===== config.mk =====
export PLATFORM = sky130hd
export DESIGN_NAME = if_fetch_unit
export DESIGN_NICKNAME = d
export VERILOG_FILES = /design/src/rtl/if_pkg.sv /design/src/rtl/if_fetch_fifo.sv /design/src/rtl/if_fetch_unit.sv
export SDC_FILE = /design/constraint.sdc
export NUM_CORES = 2
export LEC_CHECK = 0
export BUFFER_PORTS_ARGS = -buffer_cell sky130_fd_sc_hd__buf_2
export CAP_MARGIN = 20
export CELL_PAD_IN_SITES_DETAIL_PLACEMENT = 0
export CELL_PAD_IN_SITES_GLOBAL_PLACEMENT = 1
export CORE_UTILIZATION = 45
export CTS_BUF_LIST = sky130_fd_sc_hd__clkbuf_16
export CTS_CLUSTER_SIZE = 16
export DETAILED_ROUTE_END_ITERATION = 8
export PLACE_DENSITY = 0.79
export SLEW_MARGIN = 20
export SYNTH_ARGS = -nofsm -noshare
export SYNTH_HDL_FRONTEND = slang
export SYNTH_HIERARCHICAL = 1
export SYNTH_SLANG_ARGS = --single-unit

===== constraint.sdc =====
create_clock -name clk -period 9.3 [get_ports clk]
set_input_delay 0.93 -clock clk [delete_from_list [all_inputs] [get_ports clk]]
set_output_delay 0.93 -clock clk [all_outputs]
set_load 0.01 [all_outputs]

===== src/rtl/if_pkg.sv =====
// Shared fetch-stage types: the fetch-entry record and the NOP used for faulted fetches.
package if_pkg;

    localparam logic [31:0] NOP_INSTR = 32'h0000_0013;
    // Entry PC is carried at the widest supported XLEN; narrower units zero-extend.
    localparam int unsigned PC_MAX_W = 64;

    typedef struct packed {
        logic [PC_MAX_W-1:0] pc;
        logic [31:0]         instr;
        logic                fault;
    } fetch_entry_t;

endpackage


===== src/rtl/if_fetch_fifo.sv =====
// Prefetch buffer: power-of-2 ring with flush, combinational head, push allowed on a full pop.
module if_fetch_fifo #(
    parameter int unsigned WIDTH = 8,
    parameter int unsigned DEPTH = 2
) (
    input  logic                     clk,
    input  logic                     reset,
    input  logic                     flush,
    input  logic                     push,
    input  logic [WIDTH-1:0]         push_data,
    input  logic                     pop,
    output logic [WIDTH-1:0]         head,
    output logic [$clog2(DEPTH):0]   count
);
    localparam int unsigned PW = $clog2(DEPTH);
    localparam int unsigned CW = PW + 1;

    logic [WIDTH-1:0] mem [DEPTH];
    logic [PW-1:0]    wr_ptr, rd_ptr;
    logic             do_push, do_pop;

    assign do_pop  = pop && (count != '0);
    // When full, the slot being pushed is the one the pop frees this cycle.
    assign do_push = push && ((count != CW'(DEPTH)) || do_pop);
    assign head    = mem[rd_ptr];

    always_ff @(posedge clk or posedge reset) begin
        if (reset) begin
            wr_ptr <= '0;
            rd_ptr <= '0;
            count  <= '0;
        end else if (flush) begin
            wr_ptr <= '0;
            rd_ptr <= '0;
            count  <= '0;
        end else begin
            if (do_push) wr_ptr <= wr_ptr + PW'(1);
            if (do_pop)  rd_ptr <= rd_ptr + PW'(1);
            case ({do_push, do_pop})
                2'b10:   count <= count + CW'(1);
                2'b01:   count <= count - CW'(1);
                default: count <= count;
            endcase
        end
    end

    always_ff @(posedge clk) begin
        if (do_push && !flush) mem[wr_ptr] <= push_data;
    end

endmodule


===== src/rtl/if_fetch_unit.sv =====
// Instruction fetch: PC sequencer, local instruction memory and a prefetch buffer toward decode.
module if_fetch_unit
    import if_pkg::*;
#(
    parameter int unsigned     XLEN       = 32,
    parameter int unsigned     IMEM_DEPTH = 64,
    parameter int unsigned     BUF_DEPTH  = 2,
    parameter logic [XLEN-1:0] RESET_PC   = '0
) (
    input  logic                          clk,
    input  logic                          reset,
    input  logic                          redirect_valid,
    input  logic [XLEN-1:0]               redirect_pc,
    input  logic                          out_ready,
    output logic                          out_valid,
    output logic [XLEN-1:0]               out_pc,
    output logic [31:0]                   out_instr,
    output logic                          out_fault,
    input  logic                          imem_we,
    input  logic [$clog2(IMEM_DEPTH)-1:0] imem_waddr,
    input  logic [31:0]                   imem_wdata
);
    localparam int unsigned AW = $clog2(IMEM_DEPTH);
    localparam int unsigned CW = $clog2(BUF_DEPTH) + 1;

    // Power-on contents only; reset deliberately leaves the program intact.
    logic [31:0] imem [IMEM_DEPTH] = '{default: NOP_INSTR};

    logic [XLEN-1:0] fetch_pc;
    logic            fetch_fault;
    logic [31:0]     fetch_instr;
    logic            enq, deq;
    logic [CW-1:0]   count;
    fetch_entry_t    enq_entry, head_entry;

    always_ff @(posedge clk) begin
        if (imem_we) imem[imem_waddr] <= imem_wdata;
    end

    assign fetch_fault = (fetch_pc[1:0] != 2'b00) || (fetch_pc >= XLEN'(4 * IMEM_DEPTH));
    assign fetch_instr = fetch_fault ? NOP_INSTR : imem[fetch_pc[AW+1:2]];

    assign deq = out_valid && out_ready;
    assign enq = !redirect_valid && ((count != CW'(BUF_DEPTH)) || deq);

    assign enq_entry = '{pc: PC_MAX_W'(fetch_pc), instr: fetch_instr, fault: fetch_fault};

    always_ff @(posedge clk or posedge reset) begin
        if (reset)               fetch_pc <= RESET_PC;
        else if (redirect_valid) fetch_pc <= redirect_pc;
        else if (enq)            fetch_pc <= fetch_pc + XLEN'(4);
    end

    if_fetch_fifo #(
        .WIDTH ($bits(fetch_entry_t)),
        .DEPTH (BUF_DEPTH)
    ) u_fifo (
        .clk       (clk),
        .reset     (reset),
        .flush     (redirect_valid),
        .push      (enq),
        .push_data (enq_entry),
        .pop       (deq),
        .head      (head_entry),
        .count     (count)
    );

    // Zero the head fields whenever empty so reset shows all-zero outputs at once.
    assign out_valid = (count != '0);
    assign out_pc    = out_valid ? XLEN'(head_entry.pc) : '0;
    assign out_instr = out_valid ? head_entry.instr     : '0;
    assign out_fault = out_valid && head_entry.fault;

endmodule


# == After elaboration in Yosys (flattened, before gate mapping) ==
# Memories as Yosys holds them, arrays and structs flattened.
# Cells that the tools add are included.
# classes
add_sub_neg,5
order_cmp,1
n_eq_ne,3
mux,15
n_reduce_logical,16
# op_table
cell,count
$mux 32,5
$add 32x3->32 const B,1
$ge 32x9->1 const B,1
$reduce_bool 2->1,5
$mux 1,8
$logic_and 1x1->1,6
$pmux 2 s2,1
$logic_or 1x1->1,3
$reduce_bool 3->1,1
$add 1x1->1 const B,2
$add 2x1->2 const B,1
$eq 2x1->1 const B,1
$eq 2x2->1 const B,1
$mux 2,1
$ne 2x2->1 const B,1
$sub 2x1->2 const B,1
$logic_not 1->1,1
# word_totals
ff_bits,36
ramBits,2178
in_bits,75
out_inout_bits,66
elab_cells,46
n_memories,2
# memory_table
name,depth,width,read_ports,rd_ports_with_merged_regs,wr,line,source
imem,64,32,1,0,1,if_fetch_unit.sv:27,logic [31:0] imem [IMEM_DEPTH] = '{default: NOP_INSTR};
u_fifo.mem,2,65,1,0,1,if_fetch_fifo.sv:18,logic [WIDTH-1:0] mem [DEPTH];

# == Logic depth before layout (Yosys ltp) ==
# depth
ltp_word,8
depth_mapped,11
depth_no_buf,6

# == Modules after synthesis ==
# The synthesis kept the hierarchy.
# modules_own_cells
module,instances,cells_each,area_per_inst_um2,seq_area_each_um2
if_fetch_unit,1,3781,81022.7,62299.8
if_fetch_fifo,1,328,7241.9,5925.7

# == Worst setup path after synthesis ==
# No wires, ideal clock.
# synth_path
path_type,input -> register
start,input port out_ready
end,memory u_fifo/mem[1][0] in the netlist's numbering (enable)
setup_time_ns,0.693
t_arrival_ns,9.062
required_time_ns,8.607
slack_ns,-0.455
cell_stages,6
path_buffers,2
cell_sequence,or3b_2 -> clkbuf_1 -> clkbuf_1 -> nor2b_1 -> o31ai_4 -> nor3b_1
# synth_via
elab_chain_cells,7
word_cells_on_any_way,9
classes_between,mux (2); reduce/logical (7)
# synth_rtl
item,line,source
from (decl),if_fetch_unit.sv:14,"input logic out_ready,"
$logic_and 1x1->1,if_fetch_unit.sv:43,assign deq = out_valid && out_ready;
$logic_or 1x1->1,if_fetch_unit.sv:44,assign enq = !redirect_valid && ((count != CW'(BUF_DEPTH)) || deq);
$logic_and 1x1->1,if_fetch_unit.sv:44,
via enq,if_fetch_unit.sv:32,"logic enq, deq;"
$logic_and 1x1->1,if_fetch_fifo.sv:24,assign do_push = push && ((count != CW'(DEPTH)) || do_pop);
$logic_and 1x1->1,if_fetch_fifo.sv:48,if (do_push && !flush) mem[wr_ptr] <= push_data;
$mux 1,if_fetch_fifo.sv:48,
$mux 1 (not written as such),if_fetch_fifo.sv:48,
to (decl),if_fetch_fifo.sv:18,
# The timed path passes the listed nets, and every way through them passes these cells.

# == Final worst setup path ==
# layout_path
start,register fetch_pc[3]
end,memory u_fifo/mem[0][13] in the netlist's numbering (data pin)
# layout_via
elab_chain_cells,3
word_cells_on_any_way,4
classes_between,order compare (1); mux (1); reduce/logical (1); memory (1)
# layout_rtl
item,line,source
from (decl),if_fetch_unit.sv:29,logic [XLEN-1:0] fetch_pc;
from (signal assigned),if_fetch_unit.sv:50,else if (redirect_valid) fetch_pc <= redirect_pc;
from (signal assigned),if_fetch_unit.sv:51,else if (enq) fetch_pc <= fetch_pc + XLEN'(4);
$ge 32x9->1,if_fetch_unit.sv:40,assign fetch_fault = (fetch_pc[1:0] != 2'b00) || (fetch_pc >= XLEN'(4 * IMEM_DEPTH));
$logic_or 1x1->1,if_fetch_unit.sv:40,
$mux 32 *,if_fetch_unit.sv:41,assign fetch_instr = fetch_fault ? NOP_INSTR : imem[fetch_pc[AW+1:2]];
via fetch_instr[12],if_fetch_unit.sv:31,logic [31:0] fetch_instr;
# Mark *: on every way through the listed nets, which the timed path passes. The rest lies on a longest branch.

==> results.cfg <==
[run_status]
status = completed

[layout]
area_growth_pct = 12.8
final_nets = 4356
final_layout_size_suffix_gt1_frac = 0.268
layout_common_cells = edfxtp_1, mux4_2, mux2i_1, clkbuf_16, buf_4
final_common_cell = edfxtp_1
seq_area_um2 = 66300
finalNonFillerCells = 6977
layout.filler_cells = 14490
multi_input_area_um2 = 18800

[route]
postRouteWirelength_um = 231000
via_per_inst = 6.27
drt-initial-drc-count = 6836
drc_errors = 0
post_drt_wl_per_cell_um = 33.2
drt_first_pass_iters = 8
ant_nets = 0
vias = 43734

[clock_network]
cts_tree = built
cts.sinks = 2214
cts_resized = 0
hold_buffers = 1
h-tree-depth = 4
numCtsBuffers = 212
cts_setup_buffers = 0
ctsLongestPathBuffers = 3
clk_pin_slew_ns = 0.06
clk-insertion-delay-late_ns = 0.83
cts-root-buf = clkbuf_16

[sta]
period_share = 0.525
worstMarginPinSlew_ns = 1.19
min_period_ns = 4.88
setup_violations = 0
finClkSkew_ns = 0.0307
rsz0062_at_grt = no
fmax_mhz = 205
max_slew_margin = 0.200
hold_ws_ns = 0.321
final.setup.tns_ns = 0
finalHoldViolCount = 0
slew_viol_final = 0

[global_route]
grt_pass1_wl_um = 324000
antenna_found_initial = 31
gr-total-overflow = 0
grt_max_degree = 142
grt_usage = 0.239
grt_pass1_vias = 43044

[die]
start_util = 0.453
chipHeight_um = 439
core_area_um2 = 190000
io_pins = 141
rows = 160
die_w_um = 439
die_area_um2 = 193000

[critical_path]
regToRegSetupSlack_ns = 4.42
crit_fanout = 53
cp-end-kind = register
critPathLaunchType = register
r2r_cells = 8
crit_type = register to register
timing.rr.start = fetch_pc[3]
worstReg2RegEnd = u_fifo/mem[0][13]
crit_arrival_ns = 5.44
required_ns = 9.86

[hold_path]
min_to = fetch_pc[5]
min_delay_path_depth = 3
min-delay-start = redirect_pc[5]
hold_path_class = input port to register

[synthesis]
synth_nets = 4089
synth_area_um2 = 86000
ys_warn_count = 6
synth_cells = 4012
syn_avg_cell_area_um2 = 21.4

[placement]
numPortBuffers = 140
dpl.hpwl_um = 123000
placed_cells = 6573
gp_congestion = 0.835

[run]
cap_violations = 0

[power]
p_leak_uw = 0.0308
power.density_nw_per_um2 = 224
ir_worst_vdd_uv = 193
[final cells by class]
type	count	area share
diodes	10	0.000258
clock buffers	218	0.0562
clock inverters	173	0.0130
inverters	14	0.000606
multi-input cells	1552	0.194
flip-flops and latches	2214	0.684
well taps	2511	0.0324
repair buffers	285	0.0199
[how the worst max path moves through the flow]
stage               slack (ns)                 to   startpoint
floorplan                 1.96   u_fifo/mem[1][0]    out_ready
global placement          4.60  u_fifo/mem[0][13]  fetch_pc[3]
detailed placement        4.63  u_fifo/mem[0][13]  fetch_pc[3]
CTS                       4.57  u_fifo/mem[0][13]  fetch_pc[3]
global route              4.33  u_fifo/mem[0][13]  fetch_pc[3]
finish                    4.42  u_fifo/mem[0][13]  fetch_pc[3]
[flip-flops by register name, summed over array words and instances (netlist names)]
| name | count |
|---|---|
| u_fifo/mem | 130 |
| imem | 2048 |
| u_fifo/count | 2 |
| u_fifo/rd_ptr | 1 |
| u_fifo/wr_ptr | 1 |
| fetch_pc | 32 |
[report_power, final]
| part | switching (µW) | internal, µW |
|---|---|---|
| Combinational | 1390 | 832 |
| Clock | 3620 | 4720 |
| Sequential | 96.3 | 11100 |
| Total | 5110 | 16600 |
[worst max-delay path: stages, from the launching register on]
cell	delay, ns
dfrtp_4	1.03
buf_4	0.76
nor2b_4	0.27
buf_4	0.55
buf_4	0.61
a221oi_1	0.21
a22oi_1	0.24
nand3_1	0.36
a31o_2	0.39
[metrics by stage]
step / utilization / setup slack [ns] / area (µm²) / power, µW
4_1_cts: 0.510 / 4.57 / 96900 / 21800
2_1_floorplan: - / 1.96 / 86000 / 12700
3_3_place_gp: 0.475 / 4.60 / 90200 / 13500
5_1_grt: 0.511 / 4.33 / 97000 / 22200
6_report: 0.511 / 4.42 / 97000 / 21700
3_5_place_dp: 0.475 / 4.63 / 90200 / 13600
[routing by layer]
layer  track usage  up-vias  share of wire
met5             0        -        0.00050
met4        0.0769       18          0.031
met3        0.0631      374           0.13
met2         0.368     2934           0.47
met1         0.332    23041           0.37
li1              -    17367              -
Note: power is estimated with default switching activity, not from simulation.
